<file path="config.mk">
export PLATFORM = sky130hd
export DESIGN_NAME = multicycle_control
export DESIGN_NICKNAME = d
export VERILOG_FILES = /design/src/rtl/multicycle_control.sv
export SDC_FILE = /design/constraint.sdc
export NUM_CORES = 1
export LEC_CHECK = 0
export ABC_AREA = 1
export CAP_MARGIN = 10
export CORE_MARGIN = 2
export CORE_UTILIZATION = 47
export CTS_CLUSTER_DIAMETER = 60
export DETAILED_ROUTE_END_ITERATION = 7
export PLACE_DENSITY = 0.82
export SYNTH_ARGS = -nofsm -noshare
export SYNTH_HDL_FRONTEND = slang
export SYNTH_SLANG_ARGS = --single-unit
export TNS_END_PERCENT = 1
</file>
<file path="constraint.sdc">
create_clock -name clk -period 1.8 [get_ports clk]
set_input_delay 0.36 -clock clk [delete_from_list [all_inputs] [get_ports clk]]
set_output_delay 0.36 -clock clk [all_outputs]
set_load 0.02 [all_outputs]
</file>
<file path="src/rtl/multicycle_control.sv">
// multicycle_control
//   Moore control FSM for a multi-cycle MIPS datapath with one shared memory.
//   Each instruction is sequenced through fetch, decode, execute, memory and
//   writeback cycles. Memory accesses use a req/ready handshake, so any
//   memory cycle may be stretched. 'mult' is held in the ALU for MULT_CYCLES
//   cycles.
//
// Parameters
//   ALUOP_W      width of alu_op (>= 3)
//   MULT_CYCLES  total ALU cycles spent on 'mult' (1..16)
//
// Ports
//   clk, rst_n           rising-edge clock, asynchronous active-low reset
//   opcode, func         IR[31:26] / IR[5:0], sampled only in DECODE
//   mem_ready            memory completes the current request this cycle
//   mem_req, mem_we      memory request / write qualifier
//   iord                 address select (0 = PC, 1 = ALUOut)
//   ir_write             latch the fetched instruction
//   pc_write             unconditional PC update
//   pc_write_cond        PC update when the ALU reports zero
//   pc_src               0 ALU, 1 ALUOut, 2 jump target, 3 exception vector
//   alu_src_a            0 PC, 1 rs
//   alu_src_b            0 rt, 1 const 4, 2 extended imm, 3 imm<<2
//   alu_op               0 AND, 1 OR, 2 ADD, 3 ADDU, 4 MULT, 5 SUB
//   reg_dst, mem_to_reg  register write address / data selects
//   reg_write            register file write enable
//   illegal              one-cycle pulse on an undecodable instruction
//   state                current state code (debug)

module multicycle_control #(
  parameter int ALUOP_W     = 3,
  parameter int MULT_CYCLES = 4
) (
  input  logic               clk,
  input  logic               rst_n,
  input  logic [5:0]         opcode,
  input  logic [5:0]         func,
  input  logic               mem_ready,
  output logic               mem_req,
  output logic               mem_we,
  output logic               iord,
  output logic               ir_write,
  output logic               pc_write,
  output logic               pc_write_cond,
  output logic [1:0]         pc_src,
  output logic               alu_src_a,
  output logic [1:0]         alu_src_b,
  output logic [ALUOP_W-1:0] alu_op,
  output logic               reg_dst,
  output logic               mem_to_reg,
  output logic               reg_write,
  output logic               illegal,
  output logic [3:0]         state
);

  typedef enum logic [3:0] {
    S_IDLE    = 4'd0,
    S_FETCH   = 4'd1,
    S_DECODE  = 4'd2,
    S_MEMADR  = 4'd3,
    S_MEMRD   = 4'd4,
    S_MEMWB   = 4'd5,
    S_MEMWR   = 4'd6,
    S_REXEC   = 4'd7,
    S_MULWAIT = 4'd8,
    S_ALUWB   = 4'd9,
    S_IEXEC   = 4'd10,
    S_IWB     = 4'd11,
    S_BRANCH  = 4'd12,
    S_JUMP    = 4'd13,
    S_ILLEGAL = 4'd14
  } state_t;

  localparam logic [5:0] OP_RTYPE = 6'd0;
  localparam logic [5:0] OP_J     = 6'd2;
  localparam logic [5:0] OP_BEQ   = 6'd4;
  localparam logic [5:0] OP_ADDI  = 6'd8;
  localparam logic [5:0] OP_ADDIU = 6'd9;
  localparam logic [5:0] OP_ANDI  = 6'd12;
  localparam logic [5:0] OP_ORI   = 6'd13;
  localparam logic [5:0] OP_LW    = 6'd35;
  localparam logic [5:0] OP_SW    = 6'd43;

  localparam logic [5:0] FN_MULT  = 6'd24;
  localparam logic [5:0] FN_ADD   = 6'd32;
  localparam logic [5:0] FN_ADDU  = 6'd33;
  localparam logic [5:0] FN_AND   = 6'd36;
  localparam logic [5:0] FN_OR    = 6'd37;

  localparam logic [ALUOP_W-1:0] ALU_AND  = ALUOP_W'(0);
  localparam logic [ALUOP_W-1:0] ALU_OR   = ALUOP_W'(1);
  localparam logic [ALUOP_W-1:0] ALU_ADD  = ALUOP_W'(2);
  localparam logic [ALUOP_W-1:0] ALU_ADDU = ALUOP_W'(3);
  localparam logic [ALUOP_W-1:0] ALU_MULT = ALUOP_W'(4);
  localparam logic [ALUOP_W-1:0] ALU_SUB  = ALUOP_W'(5);

  // MULWAIT lasts MULT_CYCLES-1 cycles: the counter is loaded with
  // MULT_CYCLES-2 and the state exits on the cycle it reads zero.
  localparam logic [3:0] MUL_LOAD = (MULT_CYCLES > 1) ? 4'(MULT_CYCLES - 2) : 4'd0;

  state_t     state_reg;
  logic [5:0] opcode_reg;
  logic [5:0] func_reg;
  logic [3:0] mul_cnt_reg;

  function automatic logic [ALUOP_W-1:0] rtype_alu(input logic [5:0] f);
    case (f)
      FN_AND:  return ALU_AND;
      FN_OR:   return ALU_OR;
      FN_ADD:  return ALU_ADD;
      FN_ADDU: return ALU_ADDU;
      FN_MULT: return ALU_MULT;
      default: return ALU_AND;
    endcase
  endfunction

  function automatic logic [ALUOP_W-1:0] itype_alu(input logic [5:0] op);
    case (op)
      OP_ANDI:  return ALU_AND;
      OP_ORI:   return ALU_OR;
      OP_ADDI:  return ALU_ADD;
      OP_ADDIU: return ALU_ADDU;
      default:  return ALU_ADD;
    endcase
  endfunction

  // Next-state sequencing. The instruction fields are captured on the
  // DECODE edge so later IR changes cannot disturb the instruction in flight.
  always_ff @(posedge clk or negedge rst_n) begin
    if (!rst_n) begin
      state_reg   <= S_IDLE;
      opcode_reg  <= '0;
      func_reg    <= '0;
      mul_cnt_reg <= '0;
    end else begin
      case (state_reg)
        S_IDLE:  state_reg <= S_FETCH;
        S_FETCH: if (mem_ready) state_reg <= S_DECODE;
        S_DECODE: begin
          opcode_reg <= opcode;
          func_reg   <= func;
          case (opcode)
            OP_RTYPE:                          state_reg <= S_REXEC;
            OP_LW, OP_SW:                      state_reg <= S_MEMADR;
            OP_ANDI, OP_ORI, OP_ADDI, OP_ADDIU: state_reg <= S_IEXEC;
            OP_BEQ:                            state_reg <= S_BRANCH;
            OP_J:                              state_reg <= S_JUMP;
            default:                           state_reg <= S_ILLEGAL;
          endcase
        end
        S_MEMADR: state_reg <= (opcode_reg == OP_SW) ? S_MEMWR : S_MEMRD;
        S_MEMRD:  if (mem_ready) state_reg <= S_MEMWB;
        S_MEMWB:  state_reg <= S_FETCH;
        S_MEMWR:  if (mem_ready) state_reg <= S_FETCH;
        S_REXEC: begin
          case (func_reg)
            FN_AND, FN_OR, FN_ADD, FN_ADDU: state_reg <= S_ALUWB;
            FN_MULT: begin
              if (MULT_CYCLES > 1) begin
                mul_cnt_reg <= MUL_LOAD;
                state_reg   <= S_MULWAIT;
              end else begin
                state_reg <= S_ALUWB;
              end
            end
            default: state_reg <= S_ILLEGAL;
          endcase
        end
        S_MULWAIT: begin
          if (mul_cnt_reg == 4'd0) state_reg <= S_ALUWB;
          else                     mul_cnt_reg <= mul_cnt_reg - 4'd1;
        end
        S_ALUWB:   state_reg <= S_FETCH;
        S_IEXEC:   state_reg <= S_IWB;
        S_IWB:     state_reg <= S_FETCH;
        S_BRANCH:  state_reg <= S_FETCH;
        S_JUMP:    state_reg <= S_FETCH;
        S_ILLEGAL: state_reg <= S_FETCH;
        default:   state_reg <= S_IDLE;
      endcase
    end
  end

  // Moore output decode. ir_write/pc_write in FETCH are the only outputs
  // that depend on an input: they fire in the cycle the fetch completes.
  always_comb begin
    mem_req       = 1'b0;
    mem_we        = 1'b0;
    iord          = 1'b0;
    ir_write      = 1'b0;
    pc_write      = 1'b0;
    pc_write_cond = 1'b0;
    pc_src        = 2'd0;
    alu_src_a     = 1'b0;
    alu_src_b     = 2'd0;
    alu_op        = '0;
    reg_dst       = 1'b0;
    mem_to_reg    = 1'b0;
    reg_write     = 1'b0;
    illegal       = 1'b0;
    case (state_reg)
      S_FETCH: begin
        mem_req   = 1'b1;
        alu_src_b = 2'd1;
        alu_op    = ALU_ADD;
        ir_write  = mem_ready;
        pc_write  = mem_ready;
      end
      S_DECODE: begin
        alu_src_b = 2'd3;
        alu_op    = ALU_ADD;
      end
      S_MEMADR: begin
        alu_src_a = 1'b1;
        alu_src_b = 2'd2;
        alu_op    = ALU_ADD;
      end
      S_MEMRD: begin
        mem_req = 1'b1;
        iord    = 1'b1;
      end
      S_MEMWB: begin
        reg_write  = 1'b1;
        mem_to_reg = 1'b1;
      end
      S_MEMWR: begin
        mem_req = 1'b1;
        mem_we  = 1'b1;
        iord    = 1'b1;
      end
      S_REXEC: begin
        alu_src_a = 1'b1;
        alu_op    = rtype_alu(func_reg);
      end
      S_MULWAIT: begin
        alu_src_a = 1'b1;
        alu_op    = ALU_MULT;
      end
      S_ALUWB: begin
        reg_write = 1'b1;
        reg_dst   = 1'b1;
      end
      S_IEXEC: begin
        alu_src_a = 1'b1;
        alu_src_b = 2'd2;
        alu_op    = itype_alu(opcode_reg);
      end
      S_IWB: reg_write = 1'b1;
      S_BRANCH: begin
        alu_src_a     = 1'b1;
        alu_op        = ALU_SUB;
        pc_write_cond = 1'b1;
        pc_src        = 2'd1;
      end
      S_JUMP: begin
        pc_write = 1'b1;
        pc_src   = 2'd2;
      end
      S_ILLEGAL: begin
        illegal  = 1'b1;
        pc_write = 1'b1;
        pc_src   = 2'd3;
      end
      default: ;
    endcase
  end

  assign state = state_reg;

endmodule

</file>
Word level (Yosys, flattened, before mapping):

Index checks and enable logic that the tools add are counted.

* reduce and logical (&&, ||, !) cells: 17
* multiplexer cells: 27
* eq/ne operators: 37
* add/subtract/negate cells: 1

Operator list (number)
* $eq 6x4->1 const B: 7
* $eq 6x6->1 const B: 7
* $pmux 4 s9: 1
* $eq 4x4->1 const B: 7
* $mux 4: 6
* $pmux 4 s5: 1
* $pmux 2 s3: 3
* $eq 4x3->1 const B: 4
* $pmux 3 s5: 1
* $pmux 3 s4: 1
* $mux 1: 10
* $ne 2x2->1 const B: 5
* $reduce_or 3->1: 3
* $eq 4x2->1 const B: 2
* $logic_not 4->1: 2
* $pmux 4 s2: 1
* $reduce_or 2->1: 4
* $reduce_or 4->1: 2
* $reduce_or 7->1: 1
* $eq 6x2->1 const B: 1
* $eq 6x3->1 const B: 1
* $eq 6x5->1 const B: 1
* $logic_not 6->1: 1
* $pmux 3 s2: 1
* other kinds (9): 9

* logic and storage cells: 86
* bits of input ports: 15
* output and inout port bits: 22
* flip-flop bits (word level): 20

Depth between registers and ports, before layout:

Gate-level depths: netlist of run 1.

* depth in word-level cells: 4
* mapped depth: 9

Worst setup path before layout of run 1:

Ideal clock, no wire load.

* kind: reg-to-output
* from: register state_reg[0] (netlist: state[0])
* to: output pc_write
* setup slack: 0.061 ns
* buffers on the path: 0
* stages on the path, launching flop included: 4
* arrival: 1.379 ns
* cells stage by stage: dfrtp_1 > nand2_1 > a21oi_1 > or2_2

* cells in the longest elaborated chain, start to end: 3
* elaborated cells on any way between the ends: 5
* classes of those cells: eq/ne (3); mux (1); reduce/logical (1)

Ends and longest elaborated chain
* start, declared: RTL line 101 `state_t state_reg;`
* start signal, assigned: RTL line 151 `S_MEMADR: state_reg <= (opcode_reg == OP_SW) ? S_MEMWR : S_MEMRD;`
* $eq 4x4->1: RTL line 201 `case (state_reg)`
* $reduce_or 2->1 (no source line)
* $pmux 1 s2 (*): RTL line 201
* end, declared: RTL line 43 `output logic pc_write,`

Every way passes the cells marked *; elsewhere a longest branch is shown, timed or not.

Worst setup path after layout of run 1:

* from: register state_reg[0] (netlist: state[0])
* to: output alu_src_a

* cells in the longest elaborated chain, start to end: 3
* elaborated cells on any way between the ends: 7
* classes of those cells: eq/ne (5); mux (1); reduce/logical (1)

Ends and longest elaborated chain
* $eq 4x4->1, or another cell as far along: RTL line 201
* $reduce_or 5->1 (no source line) (*)
* $mux 1 (*): RTL line 201
* end, declared: RTL line 46 `output logic alu_src_a,`

Marks and branches as above.

==> results of run 1 <==
## layer usage
layer	part of all wire, %	vias to the layer above	wire length, um	GRT usage (%)
met5	0	-	0	0
met4	1.5	0	57	10.8
met3	5.6	6	209	4.65
met2	52	61	1930	43.5
met1	41	658	1530	26.0
li1	-	724	-	-
## layout make-up
class,instances,share of cell area (%)
flip-flops and latches,20,26.0
inverters,23,4.46
repair buffers,69,28.5
well taps,30,1.94
multi-input cells,138,37.2
clock buffers,4,1.87
## path summary, 6_finish.rpt
| kind | from | to | slack, ns | depth (start not counted) |
|---|---|---|---|---|
| min in group clk | func_reg[2] | func_reg[2] | 0.51 | 2 |
| max | state[0] | alu_src_a | -0.08 | 7 |
| max reg2reg | state[2] | mul_cnt_reg[1] | 0.22 | 11 |
| max in group asynchronous | rst_n | state[0] | 1.19 | 2 |
| min reg2reg | func_reg[2] | func_reg[2] | 0.51 | 2 |
| min | rst_n | func_reg[5] | 0.38 | 2 |
## power by group
group	switching, mW	internal (mW)
clock network	0.140	0.123
logic	1.17	0.883
registers	0.161	0.662
total	1.47	1.67
## kinds of logic (layout without fill, tap and decap cells)
family	count (synthesis)	in the layout	synth area share (%)
buffers and inverters	25	96	7.88
and+or+nand+nor	115	115	40.2
adders and majority gates	2	2	2.00
AOI/OAI and AO/OA	19	19	8.58
DFF	20	20	39.9
xor gates and xnor gates	2	2	1.40
## Yosys cell counts
cell type                  instances
sky130_fd_sc_hd__a21oi_1           1
sky130_fd_sc_hd__a21oi_2           1
sky130_fd_sc_hd__buf_2             1
sky130_fd_sc_hd__buf_4             1
sky130_fd_sc_hd__dfrtp_1          20
sky130_fd_sc_hd__ha_1              2
sky130_fd_sc_hd__inv_1            18
sky130_fd_sc_hd__inv_2             5
sky130_fd_sc_hd__nand2_1          52
sky130_fd_sc_hd__nand2_2           5
sky130_fd_sc_hd__nand3_1          20
sky130_fd_sc_hd__nand4_1           1
sky130_fd_sc_hd__nand4_2           1
sky130_fd_sc_hd__nor2_1           30
sky130_fd_sc_hd__nor2_2            2
sky130_fd_sc_hd__nor2_4            2
sky130_fd_sc_hd__nor3_1            1
sky130_fd_sc_hd__o211ai_1          1
sky130_fd_sc_hd__o21ai_0          10
sky130_fd_sc_hd__o21ai_1           3
sky130_fd_sc_hd__o221ai_1          1
sky130_fd_sc_hd__o22ai_1           2
sky130_fd_sc_hd__or2_2             1
sky130_fd_sc_hd__xnor2_1           1
sky130_fd_sc_hd__xor2_1            1
## worst reg2reg max path: cells and delay by family (launching register included)
kind	cells	cell delay, ns
buffers and inverters	5	0.50
AND/OR/NAND/NOR	5	0.47
AO/OA/AOI/OAI	1	0.07
flip-flops	1	0.47
## through the flow
stage               instance area (sq um)  cells
finish                               1940    284
global route                         1940    284
CTS                                  1920    284
global placement                     1890    280
detailed placement                   1890    280
floorplan                            1250    183
## repair_timing
action                                  in CTS  in global routing
endpoints found under the setup margin      20                 16
gates resized for setup                     99                 16
pin swaps                                    4                  3
buffers inserted                             0                  0
gates cloned                                 0                  0
endpoints found under the hold margin        0                  0
==> reports/results.ini, run 1 <==
[outcome]
result_of_the_run = finished with violations
failing_checks = negative setup slack

[grt]
overflow = 0
grt_max_degree = 22
grt_pass1_vias = 1435
first_pass_grt_wire_length_um = 5970
grt_antenna_before_repair = 0
grt_util_all_layers_pct = 23.7

[floorplanning]
floorplan.initialDensity_pct = 50.2
fp.dieW_um = 55.6
die-height_um = 55.6
die_area_sq_mm = 0.00310
core.rowCount = 18
area_of_the_core_sq_mm = 0.00250
io-pin-count = 37

[setup_path]
cp_num_buf_inv = 3
max_incr_delay_on_cp_ns = 0.43
worstPathArrival_ns = 1.52
path_delay_family = flip-flops
worst_path_max_delay_cell = sky130_fd_sc_hd__dfrtp_2
crit_path_cell_trace = inv_2, buf_4, nand2_4, nor2_4, nor3_2, nand3_1, buf_2
critical_path.max_fanout = 4
endpoint_kind = output port
worst_setup_path_start_kind = flop
crit_required_ns = 1.44
worst-setup-path-type = reg2out

[sta]
final_critical_path_setup_slack_ns = -0.0807
period_minus_slack_ns = 1.88
skew_ns = 0.00119
rsz0062_at_grt = yes
fin_hold_ws_ns = 0.385
report.final.slew_viol_count = 0
worst-slew-pin-transition_ns = 0.269
fmax_mhz = 532
maxSlewHeadroom_pct = 82.0
setup-violations-final = 7
final_min_period_over_clock_period_pct = 104
hold_viol_final = 0
total_negative_slack_for_setup_checks_ns = -0.309

[pwr]
leakage_nw = 1.01
worst_ir_drop_vdd_mv = 1.14
power_density_mw_per_mm2 = 1620
total_power_mw = 3.14

[routing]
dr.pass1.iters = 4
drt-total-wl_um = 3730
initialDrtViolationCount = 46
num_vias = 1449
antenna_violating_nets_post_route = 0
post_drt_wl_per_cell_um = 13.1
drcViolationCount = 0
route.detailed.vias_per_inst = 5.10

[logic_synthesis]
synth_sequential_area_ratio_pct = 39.9
post_synth_inst_count = 183
synth-warning-count = 0
syn-cell-area_sq_mm = 0.00125
seq_cells_post_synth = 20
post_synth.cell_area_avg_sq_um = 6.85
netlist.area_leader.share_pct = 39.9
synth_area_leaders = sky130_fd_sc_hd__dfrtp_1, sky130_fd_sc_hd__nand2_1, sky130_fd_sc_hd__nor2_1
synth_area_leader_cell = sky130_fd_sc_hd__dfrtp_1
mappedNetlistNets = 200
synth_cell_type_count = 25

[job]
cap_viol_max_count = 0

[final_layout]
finished_core_util_pct = 77.5
fillers = 189
most_common_cell_after_layout_fill_and_taps_aside = sky130_fd_sc_hd__nand2_1
final-seq-area_sq_um = 504
multi_input_area_sq_um = 721
antenna-diode-count = 0
synthToLayoutAreaGrowth_pct = 54.5
layout.cells.most_common_list = sky130_fd_sc_hd__nand2_1, sky130_fd_sc_hd__buf_4, sky130_fd_sc_hd__nor2_1, sky130_fd_sc_hd__nand3_1, sky130_fd_sc_hd__dfrtp_1
finalNetCount = 272
drive_above_1_share_pct = 36.2

[placement]
dpl_worst_slack_ns = -0.275
hpwl_um = 2660
gp_routability_congestion = 0.854
numPortBuffers = 36

[cts]
cts.reportedPaths.clkPinSlew_ns = 0.12
ctsLongestPathBuffers = 2
cts_root_buffer = sky130_fd_sc_hd__clkbuf_4
tritoncts = built
cts_num_sinks = 20
holdBufCountCts = 0
worst_skew_pair.late_latency_ns = 0.29
cts-buffers-inserted = 3
h-tree-depth = 1

[min_path]
holdCritPathClass = in2async

Note: power is estimated with default switching activity, not from simulation.
==> inputs of run 2 (changes only) <==
Settings changed: CORE_UTILIZATION 47 to 54, DONT_BUFFER_PORTS from default to 1, PLACE_DENSITY 0.82 to 0.71.
==> reports/results.ini, run 2 (synthesis gave the netlist of run 1 again) <==
[floorplanning]
floorplan.initialDensity_pct = 56.7  ; +6.5 points
io-pin-count = 37  ; unchanged
fp.dieW_um = 52.2  ; -6.2%
area_of_the_core_sq_mm = 0.00221  ; -12%
die_area_sq_mm = 0.00272  ; -12%
die-height_um = 52.2  ; -6.2%
core.rowCount = 17  ; -1

[sta]
maxSlewHeadroom_pct = 38.5  ; -43 points
worst-slew-pin-transition_ns = 0.919  ; +0.650 ns
fmax_mhz = 537  ; +1.0%
skew_ns = 0.00580  ; +0.00461 ns
rsz0062_at_grt = yes
hold_viol_final = 0  ; unchanged
fin_hold_ws_ns = 0.155  ; -0.229 ns
setup-violations-final = 7  ; unchanged
period_minus_slack_ns = 1.86  ; -0.0188 ns
report.final.slew_viol_count = 0  ; unchanged
final_min_period_over_clock_period_pct = 103  ; -1.0 points
final_critical_path_setup_slack_ns = -0.0620  ; +0.0188 ns

[placement]
dpl_worst_slack_ns = 0.154  ; +0.429 ns
numPortBuffers = 0  ; -100%
placed_area_sq_mm = 0.00137  ; -27%
hpwl_um = 2260  ; -15%
gp_routability_congestion = 0.840  ; -1.7%

[final_layout]
antenna-diode-count = 0  ; unchanged
finalNetCount = 223  ; -18%
final-seq-area_sq_um = 502  ; -0.50%
most_common_cell_after_layout_fill_and_taps_aside = sky130_fd_sc_hd__nand2_1
multi_input_area_sq_um = 743  ; +3.1%
layout.cells.most_common_list = sky130_fd_sc_hd__nand2_1, sky130_fd_sc_hd__nor2_1, sky130_fd_sc_hd__dfrtp_1, sky130_fd_sc_hd__buf_4
final_design_area_no_fill_sq_mm = 0.00158  ; -19%
finished_core_util_pct = 71.3  ; -6.2 points
fillers = 191  ; +1.1%
drive_above_1_share_pct = 29.3  ; -7.0 points
synthToLayoutAreaGrowth_pct = 25.8

[cts]
cts_root_buffer = sky130_fd_sc_hd__clkbuf_4
cts_num_sinks = 20  ; unchanged
tritoncts = built
h-tree-depth = 1  ; unchanged
cts.reportedPaths.clkPinSlew_ns = 0.12  ; about the same
cts-buffers-inserted = 3  ; unchanged
worst_skew_pair.late_latency_ns = 0.31  ; +0.02 ns
ctsLongestPathBuffers = 2  ; unchanged

[pwr]
leakage_nw = 0.800  ; -21%
worst_ir_drop_vdd_mv = 1.01  ; -12%
power_density_mw_per_mm2 = 1790  ; +11%

[grt]
grt_pass1_vias = 1199  ; -16%
grt_antenna_before_repair = 0  ; unchanged
grt_util_all_layers_pct = 24.7  ; +1.1 points
first_pass_grt_wire_length_um = 4930  ; -17%
grt_max_degree = 22  ; unchanged
overflow = 0  ; unchanged

[setup_path]
endpoint_kind = output port
critical_path.max_fanout = 4  ; unchanged
worst_setup_path_start_kind = flop
worst-setup-path-type = reg2out
crit_required_ns = 1.44  ; about the same
worstPathArrival_ns = 1.50  ; -0.02 ns

[routing]
initialDrtViolationCount = 34  ; -26%
drt-total-wl_um = 3090  ; -17%
post_drt_wl_per_cell_um = 13.3  ; +1.0%
dr.pass1.iters = 4  ; unchanged
drcViolationCount = 0  ; unchanged
route.detailed.vias_per_inst = 5.32  ; +4.3%
num_vias = 1240  ; -14%
antenna_violating_nets_post_route = 0  ; unchanged

[min_path]
holdCritPathClass = in2reg

[outcome]
result_of_the_run = finished with violations
failing_checks = negative setup slack

[job]
cap_viol_max_count = 0  ; unchanged

run 2: repair_timing:
action / in CTS / in global routing
buffers inserted: 3 / 3
endpoints found under the setup margin: 9 / 10
endpoints found under the hold margin: 20 / 0
resized for setup: 17 / 11
pin swaps: 2 / 4
hold buffers: 1 / 0
run 2: path summary, 6_finish.rpt:
path	to	from	slack [ns]	cells after the start
worst max-delay path	alu_op[0]	state[2]	-0.06	6
worst min-delay path	func_reg[3]	func[3]	0.16	2
worst max register to register	state[2]	state[2]	0.28	8
worst min register to register	func_reg[4]	func_reg[4]	0.52	2
max in group asynchronous	state[2]	rst_n	0.56	1
min in group asynchronous	mul_cnt_reg[3]	rst_n	0.61	1
run 2: routing by layer:
layer,global-route usage (%),routed length [um],up-vias
li1,-,-,627
met1,30.1,1360,558
met2,43.9,1460,48
met3,4.86,227,7
met4,7.69,48,0
met5,0,0,-
run 2: worst max-delay path, stage by stage, from the launching register on:
cell and delay, ns:
sky130_fd_sc_hd__dfrtp_2 0.47, sky130_fd_sc_hd__buf_6 0.16, sky130_fd_sc_hd__nand2_1 0.14, sky130_fd_sc_hd__nor2_2 0.07, sky130_fd_sc_hd__inv_2 0.10, sky130_fd_sc_hd__o221ai_2 0.09, sky130_fd_sc_hd__buf_4 0.16
run 2: final cells by class:
type | instances | area share, %
clock buffer | 3 | 1.43
inverter | 23 | 5.63
timing repair buffer | 20 | 9.91
clock inverter | 1 | 1.90
multi-input combinational | 138 | 47.1
tap | 28 | 2.22
sequential | 20 | 31.8
run 2: power by group:
| group | switching (mW) | leakage (nW) | total [mW] | internal [mW] |
|---|---|---|---|---|
| registers | 0.149 | 0.249 | 0.807 | 0.658 |
| logic | 1.07 | 0.522 | 1.65 | 0.576 |
| clock network | 0.150 | 0.0279 | 0.376 | 0.225 |
run 2: through the flow:
stage | setup TNS (ns) | power (mW) | instances
floorplan | 0 | 1.85 | 183
global placement | 0 | 2.20 | 222
detailed placement | 0 | 2.23 | 222
CTS | -0.311 | 2.73 | 230
global route | -0.787 | 3.05 | 233
finish | -0.228 | 2.83 | 233
